File: config.mk
export PLATFORM = sky130hd
export DESIGN_NAME = dmem_access_ctrl
export DESIGN_NICKNAME = d
export VERILOG_FILES = /design/src/rtl/dmem_access_ctrl_pkg.sv /design/src/rtl/dmem_lane_align.sv /design/src/rtl/dmem_access_ctrl.sv
export SDC_FILE = /design/constraint.sdc
export NUM_CORES = 1
export LEC_CHECK = 0
export ABC_AREA = 1
export CORE_UTILIZATION = 35
export DETAILED_ROUTE_END_ITERATION = 16
export SYNTH_ARGS = -nofsm -noshare
export SYNTH_HDL_FRONTEND = slang
export SYNTH_SLANG_ARGS = --single-unit
File: constraint.sdc
create_clock -name clk -period 2.2 [get_ports clk]
set_clock_uncertainty 0.05 [all_clocks]
set_input_delay 0.33 -clock clk [delete_from_list [all_inputs] [get_ports clk]]
set_output_delay 0.33 -clock clk [all_outputs]
set_load 0.01 [all_outputs]
File: src/rtl/dmem_access_ctrl_pkg.sv
// Shared definitions for the data-memory access controller.
// Build option: DMEM_MISALIGN_TRAP_EN (misaligned half/word access returns rsp_err).
package dmem_access_ctrl_pkg;

    localparam logic [2:0] F3_B  = 3'b000;
    localparam logic [2:0] F3_H  = 3'b001;
    localparam logic [2:0] F3_W  = 3'b010;
    localparam logic [2:0] F3_BU = 3'b100;
    localparam logic [2:0] F3_HU = 3'b101;

    localparam int BYTE_W = 8;
    localparam int HALF_W = 16;
    localparam int WORD_W = 32;

    typedef enum logic [2:0] {
        IDLE,
        RD,
        RD_WAIT,
        WR,
        RSP
    } state_t;

    // 011, 110, 111 never decode; unsigned variants only exist for loads.
    function automatic logic f3_illegal(input logic we, input logic [2:0] f3);
        return (f3[1] & f3[0]) | (f3[2] & f3[1]) | (we & f3[2]);
    endfunction

    function automatic logic f3_misaligned(input logic [2:0] f3, input logic [1:0] lane);
        return ((f3[1:0] == 2'b01) & lane[0]) | ((f3[1:0] == 2'b10) & (lane != 2'b00));
    endfunction

endpackage

File: src/rtl/dmem_lane_align.sv
// Lane select/extend for loads and lane merge for sub-word stores.
// Build option: DMEM_MISALIGN_TRAP_EN (no effect here; unaligned lanes are aligned down).
module dmem_lane_align
    import dmem_access_ctrl_pkg::*;
(
    input  logic [2:0]        func3,
    input  logic [1:0]        lane,
    input  logic [WORD_W-1:0] word_in,
    input  logic [WORD_W-1:0] wdata,
    output logic [WORD_W-1:0] load_ext,
    output logic [WORD_W-1:0] store_merged
);

    logic              is_byte;
    logic              is_half;
    logic              sext;
    logic [4:0]        bit_ofs;
    logic [BYTE_W-1:0] byte_sel;
    logic [HALF_W-1:0] half_sel;

    assign is_byte  = (func3[1:0] == 2'b00);
    assign is_half  = (func3[1:0] == 2'b01);
    assign sext     = ~func3[2];
    assign bit_ofs  = {lane, 3'b000};
    assign byte_sel = word_in[bit_ofs +: BYTE_W];
    assign half_sel = lane[1] ? word_in[31:16] : word_in[15:0];

    always_comb begin
        load_ext     = word_in;
        store_merged = wdata;
        unique case (1'b1)
            is_byte: begin
                load_ext = {{(WORD_W-BYTE_W){sext & byte_sel[BYTE_W-1]}}, byte_sel};
                store_merged = word_in;
                store_merged[bit_ofs +: BYTE_W] = wdata[BYTE_W-1:0];
            end
            is_half: begin
                load_ext = {{(WORD_W-HALF_W){sext & half_sel[HALF_W-1]}}, half_sel};
                store_merged = lane[1] ? {wdata[15:0], word_in[15:0]}
                                       : {word_in[31:16], wdata[15:0]};
            end
            default: ;
        endcase
    end

endmodule

File: src/rtl/dmem_access_ctrl.sv
// Sequences core loads/stores onto a word-wide, single-port data memory.
// Build option: DMEM_MISALIGN_TRAP_EN (misaligned half/word access returns rsp_err).
module dmem_access_ctrl
    import dmem_access_ctrl_pkg::*;
#(
    parameter int ADDR_W = 12
) (
    input  logic              clk,
    input  logic              reset,
    input  logic              req_valid,
    output logic              req_ready,
    input  logic              req_we,
    input  logic [2:0]        req_func3,
    input  logic [31:0]       req_addr,
    input  logic [31:0]       req_wdata,
    output logic              rsp_valid,
    output logic [31:0]       rsp_rdata,
    output logic              rsp_err,
    output logic [ADDR_W-1:0] mem_addr,
    output logic              mem_re,
    input  logic [31:0]       mem_rdata,
    output logic              mem_we,
    output logic [31:0]       mem_wdata
);

    state_t            state;
    logic              we_q;
    logic [2:0]        f3_q;
    logic [1:0]        lane_q;
    logic [ADDR_W-1:0] waddr_q;
    logic [31:0]       wdata_q;
    logic [31:0]       data_q;
    logic              err_q;

    logic              bad;
    logic              word_st;
    logic [31:0]       load_ext;
    logic [31:0]       store_merged;
    logic              unused_addr_hi;

    assign unused_addr_hi = ^req_addr[31:ADDR_W+2];

`ifdef DMEM_MISALIGN_TRAP_EN
    assign bad = f3_illegal(req_we, req_func3) | f3_misaligned(req_func3, req_addr[1:0]);
`else
    assign bad = f3_illegal(req_we, req_func3);
`endif

    assign word_st = req_we & (req_func3 == F3_W);

    dmem_lane_align u_align (
        .func3        (f3_q),
        .lane         (lane_q),
        .word_in      (mem_rdata),
        .wdata        (wdata_q),
        .load_ext     (load_ext),
        .store_merged (store_merged)
    );

    // Loads also pass through WR (no strobe) so every sub-word path ends at T+4.
    always_ff @(posedge clk) begin
        if (reset) begin
            state   <= IDLE;
            we_q    <= 1'b0;
            f3_q    <= 3'b000;
            lane_q  <= 2'b00;
            waddr_q <= '0;
            wdata_q <= '0;
            data_q  <= '0;
            err_q   <= 1'b0;
        end else begin
            case (state)
                IDLE: begin
                    if (req_valid) begin
                        we_q    <= req_we;
                        f3_q    <= req_func3;
                        lane_q  <= req_addr[1:0];
                        waddr_q <= req_addr[ADDR_W+1:2];
                        wdata_q <= req_wdata;
                        err_q   <= bad;
                        data_q  <= (word_st & ~bad) ? req_wdata : 32'h0;
                        if (bad)
                            state <= RSP;
                        else if (word_st)
                            state <= WR;
                        else
                            state <= RD;
                    end
                end
                RD: state <= RD_WAIT;
                RD_WAIT: begin
                    data_q <= we_q ? store_merged : load_ext;
                    state  <= WR;
                end
                WR:  state <= RSP;
                RSP: state <= IDLE;
                default: state <= IDLE;
            endcase
        end
    end

    assign req_ready = ~reset & (state == IDLE);
    assign rsp_valid = ~reset & (state == RSP);
    assign rsp_err   = rsp_valid & err_q;
    assign rsp_rdata = (rsp_valid & ~we_q & ~err_q) ? data_q : 32'h0;
    assign mem_re    = ~reset & (state == RD);
    assign mem_we    = ~reset & (state == WR) & we_q;
    assign mem_addr  = (mem_re | mem_we) ? waddr_q : '0;
    assign mem_wdata = mem_we ? data_q : 32'h0;

endmodule

=== After elaboration in Yosys (flattened, before gate mapping) ===
Index checks and enable logic that the tools add are counted.

* Bits in registers: 86
* Output and inout port bits: 81
* Logic and storage cells: 63

* Mux-type cells: 16
* $add $sub $neg: 1
* Bitwise operators: 23
* Shifts and indexed selects: 3
* Reductions and logical operators: 5
* Eq/ne operators: 7

{| class="wikitable"
|+ Operators with widths
! kind !! count
|-
| $mux 32 || 6
|-
| $pmux 32 s2 || 3
|-
| $bwmux 32 || 1
|-
| $shift 8x7->32 const A || 1
|-
| $shiftx 32x6->8 || 1
|-
| $shiftx 8x7->32 || 1
|-
| $mux 16 || 1
|-
| $and 1x1->1 || 15
|-
| $mux 12 || 1
|-
| $pmux 3 s4 || 1
|-
| $eq 3x2->1 const B || 3
|-
| $neg 5->7 || 1
|-
| $mux 3 || 2
|-
| $not 1->1 || 5
|-
| $reduce_and 2->1 || 2
|-
| $eq 3x1->1 const B || 1
|-
| $eq 3x3->1 const B || 1
|-
| $logic_not 3->1 || 1
|-
| $or 1x1->1 || 3
|-
| $eq 2x1->1 const B || 1
|-
| $logic_not 2->1 || 1
|-
| $mux 2 || 1
|-
| $ne 2x2->1 const B || 1
|-
| $reduce_bool 2->1 || 1
|}

=== Logic depth before layout (Yosys ltp) ===
* Depth in word-level cells: 8
* Gate-level depth with buffers: 14
* Depth with buffers taken out: 11

=== Hierarchy ===
From an unflattened synthesis, not the netlist that was laid out.

* Cells, all modules: 1180
* Area, all modules: 6343.6 sq um

{| class="wikitable"
|+ By module, submodules not included
! module !! instances !! area each (sq um) !! cells an instance !! seq. area each (sq um)
|-
| dmem_access_ctrl || 1 || 4484.3 || 770 || 1721.7
|-
| dmem_lane_align || 1 || 1859.3 || 410 || 0.0
|}

=== Least setup slack after synthesis ===
OpenSTA, ideal clock, no wires.

* Kind: flip-flop to flip-flop
* From: register lane_q[1]
* To: register data_q[13]
* Path slack: 0.070 ns
* Setup time: 0.066 ns
* Stages on the path, launching flop included: 13
* Path buffers: 2
* Period minus slack after synthesis: 2.130 ns
* Arrival time: 2.013 ns
* Cell sequence: dfxtp_1 buf_2 inv_2 clkbuf_1 ha_1 clkinv_1 nor2_1 nand2_1 nand2_1 nand2_1 a21oi_2 nand2_1 a21oi_2

* Cells in the longest elaborated chain, start to end: 6
* Elaborated cells on any way between the ends: 12
* Those cells by class: 1 x add/sub; 3 x shift; 7 x mux; 1 x bitwise

{| class="wikitable"
|+ RTL lines
! element !! RTL line !! source
|-
| start, declared || dmem_access_ctrl.sv:29 || <nowiki>logic [1:0] lane_q;</nowiki>
|-
| start signal, assigned || dmem_access_ctrl.sv:77 || <nowiki>lane_q <= req_addr[1:0];</nowiki>
|-
| $neg 5->7 || dmem_lane_align.sv:35 || <nowiki>store_merged[bit_ofs +: BYTE_W] = wdata[BYTE_W-1:0];</nowiki>
|-
| $shiftx 8x7->32 / $shift 8x7->32 (equally long branches) || dmem_lane_align.sv:35 ||
|-
| $bwmux 32 || dmem_lane_align.sv:35 ||
|-
| $pmux 32 s2 || dmem_lane_align.sv:31 || <nowiki>unique case (1'b1)</nowiki>
|-
| $mux 32 * || dmem_access_ctrl.sv:92 || <nowiki>data_q <= we_q ? store_merged : load_ext;</nowiki>
|-
| $pmux 32 s2 * || dmem_access_ctrl.sv:72 || <nowiki>case (state)</nowiki>
|-
| end signal, assigned || dmem_access_ctrl.sv:81 || <nowiki>data_q <= (word_st & ~bad) ? req_wdata : 32'h0;</nowiki>
|-
| end signal, assigned || dmem_access_ctrl.sv:92 ||
|-
| end, declared || dmem_access_ctrl.sv:32 || <nowiki>logic [31:0] data_q;</nowiki>
|}

Every way passes the cells marked *; elsewhere a longest branch is shown, timed or not.
A chain may end at the register's enable or synchronous reset.

=== Worst setup path in the final report ===
* From: register state[2]
* To: output mem_addr[10]

* Cells in the longest elaborated chain, start to end: 5
* Elaborated cells on any way between the ends: 7
* Those cells by class: 2 x eq/ne; 1 x mux; 4 x bitwise

{| class="wikitable"
|+ RTL lines
! element !! RTL line !! source
|-
| start, declared || dmem_access_ctrl.sv:26 || <nowiki>state_t state;</nowiki>
|-
| start signal, assigned || dmem_access_ctrl.sv:63 || <nowiki>state <= IDLE;</nowiki>
|-
| start signal, assigned || dmem_access_ctrl.sv:83 || <nowiki>state <= RSP;</nowiki>
|-
| start signal, assigned || dmem_access_ctrl.sv:85 || <nowiki>state <= WR;</nowiki>
|-
| $eq 3x2->1 || dmem_access_ctrl.sv:107 || <nowiki>assign mem_we = ~reset & (state == WR) & we_q;</nowiki>
|-
| $and 1x1->1 (2 in a row) || dmem_access_ctrl.sv:107 ||
|-
| $or 1x1->1 * || dmem_access_ctrl.sv:108 || <nowiki>assign mem_addr = (mem_re | mem_we) ? waddr_q : '0;</nowiki>
|-
| $mux 12 * || dmem_access_ctrl.sv:108 ||
|-
| end, declared || dmem_access_ctrl.sv:19 || <nowiki>output logic [ADDR_W-1:0] mem_addr,</nowiki>
|}

Marked as above.

==> results.py <==
metrics = {
    "run_status": {
        "status": "finished clean",
    },
    "detailed_routing": {
        "drt_first_pass_iters": 5,
        "via_per_inst": 5.04,
        "vias": 7190,
        "post_drt_wl_per_cell_um": 15.6,
        "drc": 0,
        "final_antenna_net_count": 0,
        "drt_iter0_markers": 469,
        "finalWirelength_mm": 22.3,
    },
    "placement": {
        "post_dp_cell_area_um2": 8140,
        "gp_congestion": 0.920,
        "portBuffers": 165,
        "hpwl_mm": 16.2,
    },
    "sta": {
        "max_slew_margin_pct": 50.7,
        "hold_violations": 0,
        "rsz0062_at_grt": "true",
        "worstMarginPinSlew_ns": 0.740,
        "slew_viol_final": 0,
        "setup_viol": 0,
        "fin_hold_ws_ns": 0.401,
        "clock.fmax_mhz": 475,
        "min_period_ns": 2.11,
        "period_share_pct": 95.8,
    },
    "synth": {
        "synth_top_area_share_pct": 27.7,
        "yosysMostFrequentCell": "nand2_1",
        "ys_seq_elements": 86,
        "synth_cell_type_count": 31,
        "synthFlopType": "dfxtp_1",
        "synth_top_cells_by_area": "dfxtp_1 28%, nand2_1 14%, a21oi_1 12%",
        "ys_seq_area_share_pct": 27.7,
        "async_reset_ff_share_pct": 0,
        "synth_warnings": 0,
        "synth_area_um2": 6220,
        "synthTopCellsByCount": "232 x nand2_1, 154 x a21oi_1, 150 x o21ai_0, 112 x nor2_1, 108 x inv_1",
        "syn_inst": 1047,
        "syn_nets": 1155,
        "synth_area_leader_cell": "dfxtp_1",
        "avgSynthCellArea_um2": 5.94,
        "synth_edf_count": 0,
    },
    "power": {
        "power_leakage_nw": 3.80,
        "max-vdd-ir-drop_v": 0.000411,
        "p_per_area_nw_per_um2": 623,
    },
    "cells_and_area": {
        "design_area_um2": 8410,
        "drive_gt1_share_pct": 9.40,
        "nets": 1307,
        "synthToLayoutAreaGrowth_pct": 35.2,
        "antennaDiodeCount": 0,
    },
    "floorplan": {
        "fp.coreArea_um2": 17400,
        "initial_core_util_pct": 35.9,
        "fp.dieH_um": 135,
        "dieArea_um2": 18300,
        "die_w_um": 135,
        "ios": 184,
        "num_rows": 48,
    },
    "setup_path": {
        "critical_path_required_ns": 1.82,
        "crit_path_end_kind": "output pin",
        "crit_path_max_fanout": 12,
        "r2r-start": "lane_q[0]",
        "startpoint": "state[2]",
        "worstSetupStartpointType": "flip-flop",
        "arrival_ns": 1.73,
        "critPathKind": "flip-flop to output pin",
    },
    "cts": {
        "root_buffer": "clkbuf_16",
        "cts_sinks": 86,
        "clk_pin_slew_worst_paths_ns": 0.07,
        "cts_buffers": 9,
        "htreeDepth": 3,
        "clockBufferDepth": 2,
        "worstSkewPairLatency_ns": 0.35,
        "cts_tree": "yes",
    },
    "global_routing": {
        "antenna_found_initial": 0,
        "grt.overflow.total": 0,
        "grt_pass1_wl_mm": 35.3,
        "grt_max_degree": 85,
        "track_usage_pct": 24.6,
        "grt_pass1_vias": 6670,
    },
    "min_path": {
        "hp-class": "flip-flop to flip-flop",
        "hp-start": "wdata_q[18]",
    },
    "job": {
        "maxCapViolCount": 0,
    },
}
## timing repair
item | in CTS | in global routing
setup endpoints to repair | 78 | 22
buffers inserted | 1 | 0
hold buffers | 0 | 0
gates cloned | 0 | 0
resized for setup | 88 | 27
## layout by cell type (no fill, tap or decap), drive strengths merged
cell type        n
nand2          238
a21oi          174
o21ai          151
nor2           119
inv            113
dfxtp           86
clkdlybuf4s50   85
nand3           61
dlygate4sd2     60
buf             48
clkbuf          14
clkdlybuf4s15   13
nand4           10
nand3b           8
clkinv           6
ha               5
o211ai           4
bufinv           2
dlymetal6s2s     2
nor4             2
nor3             1
## final timing paths
check / endpoint / slack (ns) / cells past startpoint
setup / recovery: mem_addr[10] / 0.09 / 8
hold / removal: wdata_q[18] / 0.40 / 2
setup reg to reg: data_q[6] / 0.21 / 9
hold reg to reg: wdata_q[18] / 0.40 / 2
## area by class of cell
| cell class | count | area (µm²) |
|---|---|---|
| sequential | 86 | 1730 |
| multi-input combinational | 773 | 3710 |
| timing repair buffer | 212 | 1950 |
| fill | 1850 | 8940 |
| clock inverter | 4 | 73.8 |
| inverter | 117 | 442 |
| clock buffer | 10 | 229 |
| tap | 225 | 282 |
## cells by family (layout without fill, tap and decap cells)
family	Yosys count	count (layout)	synth area share, %
buf+inv	188	343	13.2
compound gates	329	329	27.9
simple gates	439	439	30.3
flops	86	86	27.7
fa+ha+maj	5	5	1.01
## power by group
part	internal, mW	leakage, nW	switching [mW]
registers	1.74	0.713	0.114
clock network	0.983	0.148	0.645
logic	0.640	2.94	1.11
total	3.37	3.80	1.87
## worst max-delay path: stages, from the launching register on
cell and delay, ns:
dfxtp_1 0.32, buf_4 0.15, nor2_1 0.12, nand3_2 0.11
inv_1 0.10, nor2_1 0.05, buf_4 0.18, nor2_1 0.10
clkdlybuf4s15_1 0.25
## per-stage QoR
stage / util, % / setup slack, ns / setup TNS, ns / std cells / power, mW
finish: 48.5 / 0.0928 / 0 / 1427 / 5.24
global route: 48.5 / -0.0140 / -0.0435 / 1427 / 5.56
CTS: 48.4 / 0.00387 / 0 / 1427 / 5.27
detailed placement: 46.9 / -0.288 / -14.94 / 1412 / 3.62
global placement: 46.9 / -0.258 / -13.75 / 1412 / 3.60
floorplan: - / 0.0703 / 0 / 1047 / 3.03
## state kept, by name (all words and copies together) (netlist names)
register  flops
data_q       32
state         3
we_q          1
wdata_q      32
waddr_q      12
f3_q          3
lane_q        2
err_q         1
## routing by layer
metal | up-vias | global-route usage (%) | share of wire, % | routed length (µm)
met3 | 26 | 4.90 | 6.5 | 1440
met1 | 3226 | 32.5 | 46 | 10200
met5 | - | 0 | 0 | 0
li1 | 3708 | - | - | -
met2 | 230 | 40.1 | 46 | 10300
met4 | 0 | 7.55 | 1.8 | 395
(Power assumes the default switching activity.)
